## config.mk

```make
export PLATFORM = sky130hd
export DESIGN_NAME = mem_access_ctrl_flat
export DESIGN_NICKNAME = d
export VERILOG_FILES = /design/src/rtl/mem_access_ctrl_if.sv /design/src/rtl/mem_access_ctrl.sv /design/src/flat_wrapper.sv
export SDC_FILE = /design/constraint.sdc
export NUM_CORES = 1
export LEC_CHECK = 0
export ABC_AREA = 1
export BUFFER_PORTS_ARGS = -buffer_cell sky130_fd_sc_hd__buf_2
export CAP_MARGIN = 40
export CORE_ASPECT_RATIO = 0.6
export CORE_MARGIN = 2
export CORE_UTILIZATION = 30
export CTS_BUF_LIST = sky130_fd_sc_hd__clkbuf_8
export CTS_CLUSTER_DIAMETER = 200
export CTS_CLUSTER_SIZE = 8
export DETAILED_ROUTE_END_ITERATION = 16
export GPL_TIMING_DRIVEN = 0
export PLACE_DENSITY = 0.57
export SYNTH_ARGS = -nofsm -noshare
export SYNTH_HDL_FRONTEND = slang
export SYNTH_SLANG_ARGS = --single-unit
export TNS_END_PERCENT = 20
```

## constraint.sdc

```tcl
create_clock -name clk -period 1.97 [get_ports clk]
set_input_delay 0.0985 -clock clk [delete_from_list [all_inputs] [get_ports clk]]
set_output_delay 0.0985 -clock clk [all_outputs]
set_load 0.1 [all_outputs]
```

## src/rtl/mem_access_ctrl_if.sv

```systemverilog
// Signal bundle joining the memory-stage controller to the EX/Mem register and Dcache.
// master is the controller (initiator of the Dcache port); slave is the pipeline/Dcache side.
interface mem_access_ctrl_if #(
  parameter int ADDR_WIDTH = 32,
  parameter int DATA_WIDTH = 32,
  parameter int CNT_WIDTH  = 16
);
  logic                  EXMem_MemEN;
  logic                  EXMem_MemRd;
  logic [1:0]            EXMem_MemWidth;
  logic                  EXMem_MemSign;
  logic [ADDR_WIDTH-1:0] EXMem_Addr;
  logic [DATA_WIDTH-1:0] EXMem_Rs2Data;
  logic [DATA_WIDTH-1:0] Dcache_DataRd;
  logic                  Mem_DcacheEN;
  logic                  Mem_DcacheRd;
  logic                  Mem_DcacheSign;
  logic [1:0]            Mem_DcacheWidth;
  logic [ADDR_WIDTH-1:0] Mem_DcacheAddr;
  logic [DATA_WIDTH-1:0] Mem_DcacheWData;
  logic [DATA_WIDTH-1:0] Mem_LoadData;
  logic                  Mem_LoadValid;
  logic                  Mem_Stall;
  logic                  Mem_AccessErr;
  logic [CNT_WIDTH-1:0]  Mem_MisalignCnt;

  modport master (
    input  EXMem_MemEN, EXMem_MemRd, EXMem_MemWidth, EXMem_MemSign, EXMem_Addr,
           EXMem_Rs2Data, Dcache_DataRd,
    output Mem_DcacheEN, Mem_DcacheRd, Mem_DcacheSign, Mem_DcacheWidth, Mem_DcacheAddr,
           Mem_DcacheWData, Mem_LoadData, Mem_LoadValid, Mem_Stall, Mem_AccessErr,
           Mem_MisalignCnt
  );

  modport slave (
    output EXMem_MemEN, EXMem_MemRd, EXMem_MemWidth, EXMem_MemSign, EXMem_Addr,
           EXMem_Rs2Data, Dcache_DataRd,
    input  Mem_DcacheEN, Mem_DcacheRd, Mem_DcacheSign, Mem_DcacheWidth, Mem_DcacheAddr,
           Mem_DcacheWData, Mem_LoadData, Mem_LoadValid, Mem_Stall, Mem_AccessErr,
           Mem_MisalignCnt
  );
endinterface

```

## src/rtl/mem_access_ctrl.sv

```systemverilog
// Memory-stage access controller: aligned accesses pass through in the same cycle,
// misaligned halves/words are split into byte accesses while the pipeline is stalled.
module mem_access_ctrl #(
  parameter int ADDR_WIDTH = 32,
  parameter int DATA_WIDTH = 32,
  parameter int CNT_WIDTH  = 16
) (
  input  logic              clk,
  input  logic              rst_n,
  mem_access_ctrl_if.master bus
);
  typedef enum logic {S_IDLE, S_SPLIT} state_t;

  state_t                r_state;
  logic [1:0]            r_idx;
  logic [23:0]           r_lbuf;
  logic [ADDR_WIDTH-1:0] r_addr;
  logic [1:0]            r_width;
  logic                  r_rd;
  logic                  r_sign;
  logic [DATA_WIDTH-1:0] r_wdata;
  logic [CNT_WIDTH-1:0]  r_cnt;

  logic                  w_illegal;
  logic                  w_aligned;
  logic                  w_misalign;
  logic [1:0]            w_last_idx;
  logic                  w_split_last;
  logic [7:0]            w_rbyte;
  logic [7:0]            w_wbyte;
  logic [DATA_WIDTH-1:0] w_split_ld;

  function automatic logic [DATA_WIDTH-1:0] f_ext_half(input logic [15:0] h, input logic sgn);
    f_ext_half = {{(DATA_WIDTH-16){sgn & h[15]}}, h};
  endfunction

  assign w_illegal  = (bus.EXMem_MemWidth == 2'b11);
  assign w_aligned  = (bus.EXMem_MemWidth == 2'b00) ||
                      ((bus.EXMem_MemWidth == 2'b01) && !bus.EXMem_Addr[0]) ||
                      ((bus.EXMem_MemWidth == 2'b10) && (bus.EXMem_Addr[1:0] == 2'b00));
  assign w_misalign = bus.EXMem_MemEN && !w_illegal && !w_aligned;

  assign w_last_idx   = (r_width == 2'b01) ? 2'd1 : 2'd3;
  assign w_split_last = (r_state == S_SPLIT) && (r_idx == w_last_idx);
  assign w_rbyte      = bus.Dcache_DataRd[7:0];
  assign w_wbyte      = 8'(r_wdata >> {r_idx, 3'b000});
  // The final byte comes straight from Dcache; earlier bytes were collected in r_lbuf.
  assign w_split_ld   = (r_width == 2'b01) ? f_ext_half({w_rbyte, r_lbuf[7:0]}, r_sign)
                                           : DATA_WIDTH'({w_rbyte, r_lbuf});

  assign bus.Mem_MisalignCnt = rst_n ? r_cnt : '0;

  always_comb begin
    bus.Mem_DcacheEN    = 1'b0;
    bus.Mem_DcacheRd    = 1'b0;
    bus.Mem_DcacheSign  = 1'b0;
    bus.Mem_DcacheWidth = 2'b00;
    bus.Mem_DcacheAddr  = '0;
    bus.Mem_DcacheWData = '0;
    bus.Mem_LoadData    = '0;
    bus.Mem_LoadValid   = 1'b0;
    bus.Mem_Stall       = 1'b0;
    bus.Mem_AccessErr   = 1'b0;
    if (rst_n) begin
      if (r_state == S_SPLIT) begin
        bus.Mem_DcacheEN    = 1'b1;
        bus.Mem_DcacheRd    = r_rd;
        bus.Mem_DcacheAddr  = r_addr + ADDR_WIDTH'(r_idx);
        bus.Mem_DcacheWData = DATA_WIDTH'(w_wbyte);
        bus.Mem_Stall       = !w_split_last;
        if (w_split_last && r_rd) begin
          bus.Mem_LoadData  = w_split_ld;
          bus.Mem_LoadValid = 1'b1;
        end
      end else if (bus.EXMem_MemEN) begin
        if (w_illegal) begin
          bus.Mem_AccessErr = 1'b1;
        end else if (w_aligned) begin
          bus.Mem_DcacheEN    = 1'b1;
          bus.Mem_DcacheRd    = bus.EXMem_MemRd;
          bus.Mem_DcacheSign  = bus.EXMem_MemSign;
          bus.Mem_DcacheWidth = bus.EXMem_MemWidth;
          bus.Mem_DcacheAddr  = bus.EXMem_Addr;
          bus.Mem_DcacheWData = bus.EXMem_Rs2Data;
          if (bus.EXMem_MemRd) begin
            bus.Mem_LoadData  = bus.Dcache_DataRd;
            bus.Mem_LoadValid = 1'b1;
          end
        end else begin
          bus.Mem_DcacheEN    = 1'b1;
          bus.Mem_DcacheRd    = bus.EXMem_MemRd;
          bus.Mem_DcacheAddr  = bus.EXMem_Addr;
          bus.Mem_DcacheWData = DATA_WIDTH'(bus.EXMem_Rs2Data[7:0]);
          bus.Mem_Stall       = 1'b1;
        end
      end
    end
  end

  always_ff @(posedge clk) begin
    if (!rst_n) begin
      r_state <= S_IDLE;
      r_idx   <= 2'd0;
      r_lbuf  <= '0;
      r_addr  <= '0;
      r_width <= 2'b00;
      r_rd    <= 1'b0;
      r_sign  <= 1'b0;
      r_wdata <= '0;
      r_cnt   <= '0;
    end else begin
      case (r_state)
        S_IDLE: begin
          if (w_misalign) begin
            r_state <= S_SPLIT;
            r_idx   <= 2'd1;
            r_addr  <= bus.EXMem_Addr;
            r_width <= bus.EXMem_MemWidth;
            r_rd    <= bus.EXMem_MemRd;
            r_sign  <= bus.EXMem_MemSign;
            r_wdata <= bus.EXMem_Rs2Data;
            r_lbuf  <= {16'h0000, w_rbyte};
            if (r_cnt != '1) r_cnt <= r_cnt + CNT_WIDTH'(1);
          end
        end
        S_SPLIT: begin
          // EXMem inputs are deliberately ignored here: a started split always completes.
          case (r_idx)
            2'd1:    r_lbuf[15:8]  <= w_rbyte;
            2'd2:    r_lbuf[23:16] <= w_rbyte;
            default: ;
          endcase
          if (w_split_last) begin
            r_state <= S_IDLE;
            r_idx   <= 2'd0;
          end else begin
            r_idx   <= r_idx + 2'd1;
          end
        end
        default: r_state <= S_IDLE;
      endcase
    end
  end
endmodule

```

## src/flat_wrapper.sv

```systemverilog
// flat-port wrapper written by rule: the top's interface ports become plain ports
module mem_access_ctrl_flat 
#(
  parameter int ADDR_WIDTH = 32,
  parameter int DATA_WIDTH = 32,
  parameter int CNT_WIDTH  = 16
)
  (clk, rst_n, bus_EXMem_MemEN, bus_EXMem_MemRd, bus_EXMem_MemWidth, bus_EXMem_MemSign, bus_EXMem_Addr, bus_EXMem_Rs2Data, bus_Dcache_DataRd, bus_Mem_DcacheEN, bus_Mem_DcacheRd, bus_Mem_DcacheSign, bus_Mem_DcacheWidth, bus_Mem_DcacheAddr, bus_Mem_DcacheWData, bus_Mem_LoadData, bus_Mem_LoadValid, bus_Mem_Stall, bus_Mem_AccessErr, bus_Mem_MisalignCnt);
  mem_access_ctrl_if #(.ADDR_WIDTH(ADDR_WIDTH), .DATA_WIDTH(DATA_WIDTH), .CNT_WIDTH(CNT_WIDTH)) bus_i ();
  input  logic clk;
  input  logic rst_n;
  input wire logic [$bits(bus_i.EXMem_MemEN)-1:0] bus_EXMem_MemEN;
  input wire logic [$bits(bus_i.EXMem_MemRd)-1:0] bus_EXMem_MemRd;
  input wire logic [$bits(bus_i.EXMem_MemWidth)-1:0] bus_EXMem_MemWidth;
  input wire logic [$bits(bus_i.EXMem_MemSign)-1:0] bus_EXMem_MemSign;
  input wire logic [$bits(bus_i.EXMem_Addr)-1:0] bus_EXMem_Addr;
  input wire logic [$bits(bus_i.EXMem_Rs2Data)-1:0] bus_EXMem_Rs2Data;
  input wire logic [$bits(bus_i.Dcache_DataRd)-1:0] bus_Dcache_DataRd;
  output wire logic [$bits(bus_i.Mem_DcacheEN)-1:0] bus_Mem_DcacheEN;
  output wire logic [$bits(bus_i.Mem_DcacheRd)-1:0] bus_Mem_DcacheRd;
  output wire logic [$bits(bus_i.Mem_DcacheSign)-1:0] bus_Mem_DcacheSign;
  output wire logic [$bits(bus_i.Mem_DcacheWidth)-1:0] bus_Mem_DcacheWidth;
  output wire logic [$bits(bus_i.Mem_DcacheAddr)-1:0] bus_Mem_DcacheAddr;
  output wire logic [$bits(bus_i.Mem_DcacheWData)-1:0] bus_Mem_DcacheWData;
  output wire logic [$bits(bus_i.Mem_LoadData)-1:0] bus_Mem_LoadData;
  output wire logic [$bits(bus_i.Mem_LoadValid)-1:0] bus_Mem_LoadValid;
  output wire logic [$bits(bus_i.Mem_Stall)-1:0] bus_Mem_Stall;
  output wire logic [$bits(bus_i.Mem_AccessErr)-1:0] bus_Mem_AccessErr;
  output wire logic [$bits(bus_i.Mem_MisalignCnt)-1:0] bus_Mem_MisalignCnt;
  assign bus_i.EXMem_MemEN = bus_EXMem_MemEN;
  assign bus_i.EXMem_MemRd = bus_EXMem_MemRd;
  assign bus_i.EXMem_MemWidth = bus_EXMem_MemWidth;
  assign bus_i.EXMem_MemSign = bus_EXMem_MemSign;
  assign bus_i.EXMem_Addr = bus_EXMem_Addr;
  assign bus_i.EXMem_Rs2Data = bus_EXMem_Rs2Data;
  assign bus_i.Dcache_DataRd = bus_Dcache_DataRd;
  assign bus_Mem_DcacheEN = bus_i.Mem_DcacheEN;
  assign bus_Mem_DcacheRd = bus_i.Mem_DcacheRd;
  assign bus_Mem_DcacheSign = bus_i.Mem_DcacheSign;
  assign bus_Mem_DcacheWidth = bus_i.Mem_DcacheWidth;
  assign bus_Mem_DcacheAddr = bus_i.Mem_DcacheAddr;
  assign bus_Mem_DcacheWData = bus_i.Mem_DcacheWData;
  assign bus_Mem_LoadData = bus_i.Mem_LoadData;
  assign bus_Mem_LoadValid = bus_i.Mem_LoadValid;
  assign bus_Mem_Stall = bus_i.Mem_Stall;
  assign bus_Mem_AccessErr = bus_i.Mem_AccessErr;
  assign bus_Mem_MisalignCnt = bus_i.Mem_MisalignCnt;
  mem_access_ctrl #(.ADDR_WIDTH(ADDR_WIDTH), .DATA_WIDTH(DATA_WIDTH), .CNT_WIDTH(CNT_WIDTH)) u_core (.clk(clk), .rst_n(rst_n), .bus(bus_i));
endmodule
```

==> impl_metrics.yaml <==
synthesis:
  yosys.cell_types.count: 36
  syn_avg_cell_area_um2: 5.88
  synth_fp_nets: 1412
  synth_xor_xnor_area_share_pct: 1.37
  synth_top_family_by_area: "simple AND/OR/NAND/NOR gates"
  synth_mux_area_share_pct: 0
  synth_area_um2: 7660
  syn_inst: 1303
  synth-simple-area-share_pct: 35.3
  synth_warnings: 0
  ys_seq_elements: 111
  seq_area_frac_synth_pct: 29.0
  synth_fa_ha_area_share_pct: 1.08
  synth_compound_area_share_pct: 20.3
timing:
  layout_setup_ws_ns: -0.401
  slew_headroom_pct: 60.0
  fin_crit_ns: 2.37
  fin_setup_tns_ns: -13.01
  skew_ns: 0.00716
  period_share_pct: 120
  hold_viol: 0
  drv_slew: 0
  finalSetupViolCount: 68
  fmax_mhz: 422
  rsz0062_at_grt: "yes"
  tightest_slew_ns: 0.600
clock_network:
  h-tree-depth: 3
  cts_made_buffers: 9
  clkLatencyLatePin_ns: 0.40
  clk_path_buf_depth: 2
  cts_root_buf: "clkbuf_8"
  cts_sinks: 111
  clk_pin_slew_worst_paths_ns: 0.11
  cts_tree: "built"
worst_setup_path:
  worstSetupPathType: "flip-flop to output pin"
  critPathRequiredTime_ns: 1.87
  end_kind: "output pin"
  cp_data_arrival_time_ns: 2.27
  worst-path-max-fanout: 7
  startpoint_type: "flip-flop"
final_layout:
  n_fill_cell: 2519
  nNetsFinal: 1729
  syn_to_final_growth_pct: 59.4
  final_core_util_pct: 48.5
  drive_above_1_share_pct: 32.5
floorplanning:
  rows: 45
  die_x_um: 210
  die_area_um2: 26900
  start_util_pct: 30.4
  core_area_um2: 25200
  fp.dieH_um: 128
  ios: 223
drt:
  drt_iter0_drc: 797
  routedWlPerCell_um: 17.7
  post-route-drc-count: 0
  wirelength_um: 34500
  ant_nets: 0
  first_pass_iters: 6
  num_vias: 9787
  routed_via_density: 5.00
placed_design:
  place_hpwl_um: 24900
  pre_cts_slack_ns: -0.496
  place.gp.congestion: 0.942
  portBuffers: 222
pwr:
  leakagePower_nw: 5.25
  power_density_nw_per_um2: 571
  ir_drop_mv: 0.300
grt:
  grt_max_degree: 17
  grt.total_usage_pct: 25.1
  antenna_found_initial: 3
  grt_pass1_vias: 9067
  grt_pass1_wl_um: 51700
  grt-ovfl-total: 0
run_status:
  outcome: "finished with violations"
  violations: "setup timing"
worst_hold_path:
  hold_path.class: "primary input to flip-flop"
job:
  cap_violations: 0
## cells by family (layout without fill, tap and decap cells)
kind of cell    count (synthesis)  in the layout
buf+inv                       222            543
fa+ha+maj                       6              6
simple gates                  654            654
xor+xnor                       12             12
other cells                     0              3
compound gates                298            298
flops                         111            111
## registers in the layout, indices dropped and copies added (netlist names)
name,flops
u_core.r_addr,32
u_core.r_cnt,16
u_core.r_idx,2
u_core.r_lbuf,24
u_core.r_rd,1
u_core.r_sign,1
u_core.r_state,1
u_core.r_wdata,32
u_core.r_width,2
## cell usage after synthesis, drive strengths merged
cell type,n,area (um2)
clkbuf,29,109
o21ai,138,691
or2,8,50.1
nand4,6,43.8
o21a,2,15.0
fa,1,20.0
xor2,7,61.3
ha,5,62.6
a21o,1,7.51
nor2,141,576
o2111ai,1,8.76
buf,48,338
nand2,415,1590
nand3,84,445
xnor2,5,43.8
dfxtp,111,2220
clkinv,1,3.75
o211ai,13,97.6
inv,144,543
a21oi,135,683
a31oi,8,50.1
## timing repair
item / CTS / global route
buffers inserted: 21 / 4
endpoints found under the hold margin: 62 / 0
endpoints found under the setup margin: 136 / 121
gates resized for setup: 508 / 81
hold buffers: 56 / 0
pin swaps: 25 / 19
cloned: 4 / 0
## critical path: stages (launching register included)
cell,delay [ns]
dfxtp_2,0.37
ha_4,0.15
fa_2,0.24
nand2_4,0.07
nor2_4,0.12
nand2_4,0.07
nor2_4,0.24
nand2_1,0.09
nand2_1,0.07
nand2_2,0.06
a21oi_4,0.17
buf_12,0.20
## placed cells by master (no fill, tap or decap), types with 3 or more instances in the layout
master           n
inv_2           38
o21ai_2         15
a21oi_4         10
buf_2          144
dlygate4sd3_1   56
nor2_1         110
nand2_1        368
a31oi_2          8
xor2_1           5
clkbuf_8        12
diode_2          3
xnor2_1          4
o21ai_0         58
nor2_4          15
nor2_2          15
nand3_1         75
clkbuf_2        14
nand2_4         14
o211ai_1        13
clkbuf_1        13
dfxtp_2         10
buf_8            8
buf_4           31
dfxtp_1         99
buf_6           45
nand4_1          5
a21oi_1        116
nand2_2         31
nand3_4          3
a21oi_2          9
nand3_2          6
buf_12          66
inv_1          104
or2_2            8
o21ai_1         64
## metal layers
metal	track usage (%)	share of wire, %
met1	37.0	48
met2	37.1	41
met3	5.59	9.0
met4	5.17	1.6
met5	0	0
## area by class of cell
type,count,area [um2],share of cell area (%)
multi-input cells,970,5100,41.7
flip-flops and latches,111,2240,18.4
plain buffers,76,579,4.74
diodes,3,7.51,0.0614
clock inverters,5,75.1,0.614
well taps,329,412,3.37
clock buffers,10,138,1.13
repair buffers,307,3090,25.3
inverters,145,572,4.68
## worst paths after layout
path / start / slack [ns] / to / cells past startpoint
max: u_core.r_addr[0] / -0.40 / bus_Mem_DcacheAddr[30] / 11
min: bus_EXMem_Rs2Data[21] / 0.006 / u_core.r_wdata[21] / 3
max reg2reg: u_core.r_idx[1] / 0.14 / u_core.r_lbuf[13] / 9
min reg2reg: u_core.r_wdata[21] / 0.47 / u_core.r_wdata[21] / 2
## report_power, final
part	leakage, nW	internal [mW]	switching [mW]	total, mW
logic	4.22	0.974	1.95	2.93
clock network	0.111	0.737	0.830	1.57
registers	0.912	2.37	0.109	2.48
## stage by stage
stage	cell area [um2]	std cells	power, mW	hold WS (ns)
2_1_floorplan	7850	1303	4.18	0.241
3_3_place_gp	9370	1854	4.76	0.372
3_5_place_dp	9390	1855	4.78	0.377
4_1_cts	12000	1951	6.92	0.00326
5_1_grt	12200	1955	7.25	0.0137
6_report	12200	1956	6.97	0.00629
Note: power is estimated with default switching activity, not from simulation.
